## src/rtl/dff32_en_pkg.sv

```systemverilog
// ---------------------------------------------------------------------------
// dff32_en_pkg
//   Shared constants and types for the word-register slice of the single-cycle
//   MIPS datapath (PC register and other plain state holders).
//
//   WORD_WIDTH : datapath word width in bits
//   WORD_ZERO  : all-zero word, used as the clear value of word registers
//   word_t     : convenience type for a full datapath word
// ---------------------------------------------------------------------------
package dff32_en_pkg;

    localparam int WORD_WIDTH = 32;

    typedef logic [WORD_WIDTH-1:0] word_t;

    localparam word_t WORD_ZERO = '0;

endpackage : dff32_en_pkg

```

## src/rtl/dff32_en_bit.sv

```systemverilog
// ---------------------------------------------------------------------------
// dff1_en
//   Single-bit rising-edge flip-flop with clock enable and asynchronous,
//   active-high clear. Building block for dff32_en.
//
//   Parameters:
//     RESET_BIT : value forced onto q while clrn is high
//
//   Ports:
//     clk  in  1  system clock, rising edge active
//     clrn in  1  asynchronous clear, active-high (1 = clear)
//     d    in  1  data bit to capture
//     e    in  1  clock enable, active-high
//     q    out 1  registered data bit
// ---------------------------------------------------------------------------
module dff1_en #(
    parameter logic RESET_BIT = 1'b0
) (
    input  logic clk,
    input  logic clrn,
    input  logic d,
    input  logic e,
    output logic q
);

    logic q_reg;

    // Clear is in the sensitivity list so it acts without a clock edge and
    // dominates any edge that arrives while it is still high.
    always_ff @(posedge clk or posedge clrn) begin
        if (clrn) begin
            q_reg <= RESET_BIT;
        end else if (e) begin
            q_reg <= d;
        end
    end

    assign q = q_reg;

endmodule : dff1_en

```

## src/rtl/dff32_en.sv

```systemverilog
// ---------------------------------------------------------------------------
// dff32_en
//   Word-wide edge-triggered register with clock enable and asynchronous,
//   active-high clear. Used for the PC and other state words of the
//   single-cycle MIPS datapath.
//
//   Parameters:
//     WIDTH       : data width in bits (datapath uses 32)
//     RESET_VALUE : value forced onto q while clrn is high
//
//   Ports:
//     clk  in  1      system clock, rising edge active
//     clrn in  1      asynchronous clear, active-high (the name is historical;
//                     1 means clear)
//     d    in  WIDTH  data word to capture
//     e    in  1      clock enable, active-high
//     q    out WIDTH  registered data word
//
//   Every bit is an independent dff1_en sharing clk, clrn and e; the bit's
//   own slice of RESET_VALUE selects its clear level.
// ---------------------------------------------------------------------------
module dff32_en
    import dff32_en_pkg::*;
#(
    parameter int               WIDTH       = WORD_WIDTH,
    parameter logic [WIDTH-1:0] RESET_VALUE = WIDTH'(WORD_ZERO)
) (
    input  logic             clk,
    input  logic             clrn,
    input  logic [WIDTH-1:0] d,
    input  logic             e,
    output logic [WIDTH-1:0] q
);

    genvar gi;
    generate
        for (gi = 0; gi < WIDTH; gi++) begin : g_bit
            dff1_en #(
                .RESET_BIT (RESET_VALUE[gi])
            ) u_bit (
                .clk  (clk),
                .clrn (clrn),
                .d    (d[gi]),
                .e    (e),
                .q    (q[gi])
            );
        end
    endgenerate

endmodule : dff32_en

```

## config.mk

```make
export PLATFORM = sky130hd
export DESIGN_NAME = dff32_en
export DESIGN_NICKNAME = d
export VERILOG_FILES = /design/src/rtl/dff32_en_pkg.sv /design/src/rtl/dff32_en_bit.sv /design/src/rtl/dff32_en.sv
export SDC_FILE = /design/constraint.sdc
export NUM_CORES = 1
export LEC_CHECK = 0
export ABC_AREA = 1
export BUFFER_PORTS_ARGS = -buffer_cell sky130_fd_sc_hd__buf_2
export CORE_ASPECT_RATIO = 1.2
export CORE_UTILIZATION = 49
export CTS_BUF_LIST = sky130_fd_sc_hd__clkbuf_2 sky130_fd_sc_hd__clkbuf_4 sky130_fd_sc_hd__clkbuf_8
export DETAILED_ROUTE_END_ITERATION = 16
export GPL_ROUTABILITY_DRIVEN = 0
export HOLD_SLACK_MARGIN = 0.06
export PLACE_DENSITY = 0.82
export SLEW_MARGIN = 15
export SYNTH_ARGS = -nofsm -noshare
export SYNTH_HDL_FRONTEND = slang
export SYNTH_SLANG_ARGS = --single-unit
```

## constraint.sdc

```tcl
create_clock -name clk -period 0.86 [get_ports clk]
set_input_delay 0.043 -clock clk [delete_from_list [all_inputs] [get_ports clk]]
set_output_delay 0.043 -clock clk [all_outputs]
set_load 0.1 [all_outputs]
```

==> flow_summary.ini, run 1 <==
[outcome]
run_status = complete, but fails checks
violations = setup timing

[sta]
clock_skew_ps = 0
finalCritPeriodShare_pct = 119
slew_headroom_pct = 80.9
drv_slew = 0
period_needed_ps = 1020
final-setup-viol-count = 35
fmax_mhz = 980
rsz0062_at_grt = true
hold_viol = 0
tightestPinTransition_ps = 286
setup_ws_ps = -160

[logic_synthesis]
ys_types = 9
yosysSeqAreaShare_pct = 52.1
ys_top_cells_by_area = dfrtp_1 (52%), nand2_1 (21%), buf_4 (16%)
synthCells = 169
synth_fp_nets = 204
synth_seq_cells = 32
synth_top_area_share_pct = 52.1
yosysTopAreaCell = dfrtp_1
synth.avg_cell_area_um2 = 9.09
ys.warnings.count = 0
netlist_area_um2 = 1540

[critical_path]
crit_start = g_bit[26].u_bit.q
cp_top_family = flip-flops
critical_path_depth = 1
rr_endpoint = g_bit[1].u_bit.q
r2r-start = g_bit[1].u_bit.q
crit_chain = buf_12
rr_worst_depth = 4
critPathArrivalTime_ps = 980
endpoint_kind = output pin
worst_path_largest_cell_delay_ps = 440
endpoint = q[26]
cp.buffers_inverters = 1
cp_slowest_cell = dfrtp_1
required_ps = 820
critPathKind = reg -> out
start_kind = flop
path_max_fanout = 2
r2r_setup_slack_ps = -50

[drt]
vias_per_cell = 4.82
wirelength_um = 4740
drc = 0
dr_total_vias = 1413
drtPass1Iterations = 4
ant_nets = 0
first_iter_violations = 31
wl_per_cell_um = 16.2

[layout]
area_delta_synth_final_pct = 72.2
drive_gt1_share_pct = 41.3
layout_commonest_cell = nand2_1
final_area_um2 = 2650
final_cell_mix = nand2_1 (86), buf_12 (35), buf_2 (34)
nNetsFinal = 294
largest_register_ffs = 32
post-route-util_pct = 91.5
diodes = 0

[grt]
grt_pass1_vias = 1504
grt_max_degree = 33
track_usage_pct = 30.3
grt_pass1_wl_um = 6940
overflow = 0
antenna_found_initial = 0

[pwr]
ir_drop_v = 0.00162
powerDensity_nw_per_um2 = 1820
p_leak_nw = 1.41

[floorplan]
fp.dieH_um = 63.3
ios = 67
die_w_um = 53.1
start_util_pct = 53.2
rows = 21
coreArea_um2 = 2890
die_area_um2 = 3360

[clock_network]
cts_tree = yes
clk_latency_ps = 330
cts_num_sinks = 32
clkTransAtPathRegs_ps = 100
cts.path.max_buffers = 2
htreeDepth = 2
numCtsBuffers = 5
postCtsResizedCells = 0
cts_root_buf = clkbuf_4

[place]
post_dp_cell_area_um2 = 2110
hpwl_um = 2320
numPortBuffers = 66

[job]
drv_cap = 0

[hold_path]
hold_class = in -> reg
hold_start = e
## what timing repair did
action | in CTS | in global routing
endpoints found under the setup margin | 32 | 32
buffers inserted | 15 | 5
hold endpoints to repair | 64 | 0
cloned | 0 | 0
pin swaps | 0 | 0
hold buffers | 33 | 0
## metal layers
layer / share of wire [%] / vias up / routed length [µm] / GRT usage, %
met3: 5.4 / 19 / 257 / 9.18
met1: 31 / 678 / 1490 / 26.8
li1: - / 648 / - / -
met2: 59 / 68 / 2800 / 58.5
met4: 4.1 / 0 / 195 / 12.8
met5: 0 / - / 0 / 0
## synth_stat cells
cell type / n
buf_12: 1
buf_6: 3
nand2_1: 86
clkbuf_8: 3
inv_1: 1
nand2_2: 10
buf_4: 32
dfrtp_1: 32
inv_8: 1
## stage by stage
stage	power [W]	hold WS, ps	std cells	setup WS, ps	setup TNS, ps
detailed placement	0.00374	93.2	233	140	0
floorplan	0.00317	155	169	126	0
global route	0.00497	85.9	293	-184	-5150
CTS	0.00472	68.6	288	-132	-3670
global placement	0.00371	85.3	233	167	0
finish	0.00480	87.4	293	-160	-3860
## cell type report
cell class	count	area, µm²
timing repair buffer	122	1350
sequential	32	801
multi-input combinational	96	385
fill	119	245
clock buffer	6	45.0
tap	34	42.5
inverter	2	15.0
clock inverter	1	5.00
## where the power goes
part           internal, W  leakage (nW)  switching (W)
clock network     0.000332        0.0315       0.000479
registers          0.00164         0.390       0.000161
logic             0.000853         0.984        0.00134
## how the worst min path moves through the flow
stage / endpoint / slack [ps] / depth (start not counted)
global placement: g_bit[26].u_bit.q / 90 / 3
detailed placement: g_bit[16].u_bit.q / 90 / 3
finish: g_bit[31].u_bit.q / 90 / 3
global route: g_bit[28].u_bit.q / 90 / 3
floorplan: g_bit[0].u_bit.q / 160 / 1
CTS: g_bit[31].u_bit.q / 70 / 3
## logic make-up after synthesis
| logic type | share of synthesized area (%) |
|---|---|
| buf+inv | 22.8 |
| flops | 52.1 |
| simple gates | 25.1 |
(Power assumes the default switching activity.)
==> inputs of run 2 (changes only) <==
==> constraint.sdc (replaced) <==
create_clock -name clk -period 1 [get_ports clk]
set_input_delay 0.05 -clock clk [delete_from_list [all_inputs] [get_ports clk]]
set_output_delay 0.05 -clock clk [all_outputs]
set_load 0.1 [all_outputs]
==> run 2 against run 1 <==
The run still ends with setup timing left. Worst setup slack improved by 120 ps. Final cell count rose by 0.34%. Register-to-register slack improved by 150 ps. Largest power group unchanged.
==> flow_summary.ini, run 2 (synthesis results as in run 1) <==
[layout]
fillers = 117
largest_register_ffs = 32
final_cell_mix = nand2_1 (86), dlygate4sd3_1 (34), buf_2 (34)
seqCellArea_um2 = 801
final_area_um2 = 2630
layout_commonest_cell = nand2_1
multi_input_area_um2 = 385
nNetsFinal = 294
drive_gt1_share_pct = 41.2
post-route-util_pct = 91.0
diodes = 0
area_delta_synth_final_pct = 71.2

[critical_path]
r2r-start = g_bit[5].u_bit.q
crit_chain = buf_12
cp_slowest_cell = dfrtp_1
worst_path_largest_cell_delay_ps = 450
cp.buffers_inverters = 1
critPathKind = reg -> out
cp_top_family = flip-flops
start_kind = flop
critPathArrivalTime_ps = 990
crit_start = g_bit[24].u_bit.q
endpoint_kind = output pin
required_ps = 950
path_max_fanout = 2

[floorplan]
start_util_pct = 53.2
die_w_um = 53.1
ios = 67
die_area_um2 = 3360
rows = 21
coreArea_um2 = 2890
fp.dieH_um = 63.3

[outcome]
run_status = complete, but fails checks
violations = setup timing

[sta]
drv_slew = 0
clock_skew_ps = 0
final-setup-viol-count = 6
setup_tns_ps = -79.6
tightestPinTransition_ps = 391
period_needed_ps = 1040
whs_ps = 324
fmax_mhz = 958
setup_ws_ps = -44.2
finalCritPeriodShare_pct = 104
rsz0062_at_grt = true
hold_viol = 0
slew_headroom_pct = 73.9

[pwr]
p_clk_share_pct = 19.7
powerDensity_nw_per_um2 = 1610
ir_drop_v = 0.00145
p_leak_nw = 1.40
seq_power_share_pct = 36.4
comb_power_share_pct = 43.9
power_switching_w = 0.00170
switching_share_pct = 40.2
intPower_w = 0.00253

[grt]
antenna_found_initial = 0
grt_max_degree = 33
overflow = 0
grt_pass1_wl_um = 6330
grt_pass1_vias = 1438
track_usage_pct = 27.4

[drt]
dr_total_vias = 1353
ant_nets = 0
drc = 0
vias_per_cell = 4.60
drtPass1Iterations = 6
first_iter_violations = 26
wirelength_um = 4330
wl_per_cell_um = 14.7

[place]
hpwl_um = 2120
post_dp_cell_area_um2 = 2080
dpl_worst_slack_ps = 279
numPortBuffers = 66

[clock_network]
cts_root_buf = clkbuf_4
numCtsBuffers = 5
cts_num_sinks = 32
clk_latency_ps = 340
htreeDepth = 2
cts.path.max_buffers = 2
cts_tree = yes
clkTransAtPathRegs_ps = 100

[job]
drv_cap = 0

[hold_path]
hold_class = in -> async
-- run 2: final cells by class --
class	instances	share of cell area, %
repair buffers	122	50.2
clock buffers	8	2.52
multi-input cells	96	14.7
inverters	2	0.571
flip-flops and latches	32	30.4
well taps	34	1.62
-- run 2: per-layer routing --
metal	global-route usage (%)	up-vias	part of all wire (%)
li1	-	648	-
met1	26.0	628	34
met2	49.7	60	56
met3	6.04	17	5.3
met4	17.8	0	4.3
met5	0	-	0
-- run 2: worst paths after layout --
check                                     to  slack (ps)  cells after the start
max                                    q[24]         -40                      1
min                        g_bit[25].u_bit.q         320                      4
max reg2reg                 g_bit[5].u_bit.q         100                      4
min reg2reg                g_bit[14].u_bit.q         540                      2
max in group asynchronous  g_bit[31].u_bit.q         380                      4
min in group clk           g_bit[25].u_bit.q         430                      4
-- run 2: repair_timing --
| item | CTS | global route |
|---|---|---|
| endpoints found under the hold margin | 64 | 0 |
| resized for setup | 0 | 1 |
| buffers inserted | 5 | 14 |
| setup endpoints to repair | 8 | 42 |
| hold buffers | 34 | 0 |
-- run 2: per-stage QoR --
step                      cells  power [W]
after global routing        294    0.00438
after CTS                   280    0.00412
after floorplan             169    0.00272
final                       294    0.00423
after global placement      233    0.00317
after detailed placement    233    0.00319
-- run 2: power by group through the flow --
stage	Clock [W]	Sequential [W]	Combinational, W
5_1_grt	0.000908	0.00155	0.00192
3_5_place_dp	0	0.00157	0.00162
6_report	0.000832	0.00154	0.00185
4_1_cts	0.000831	0.00154	0.00176
2_1_floorplan	0	0.00148	0.00124
3_3_place_gp	0	0.00156	0.00161
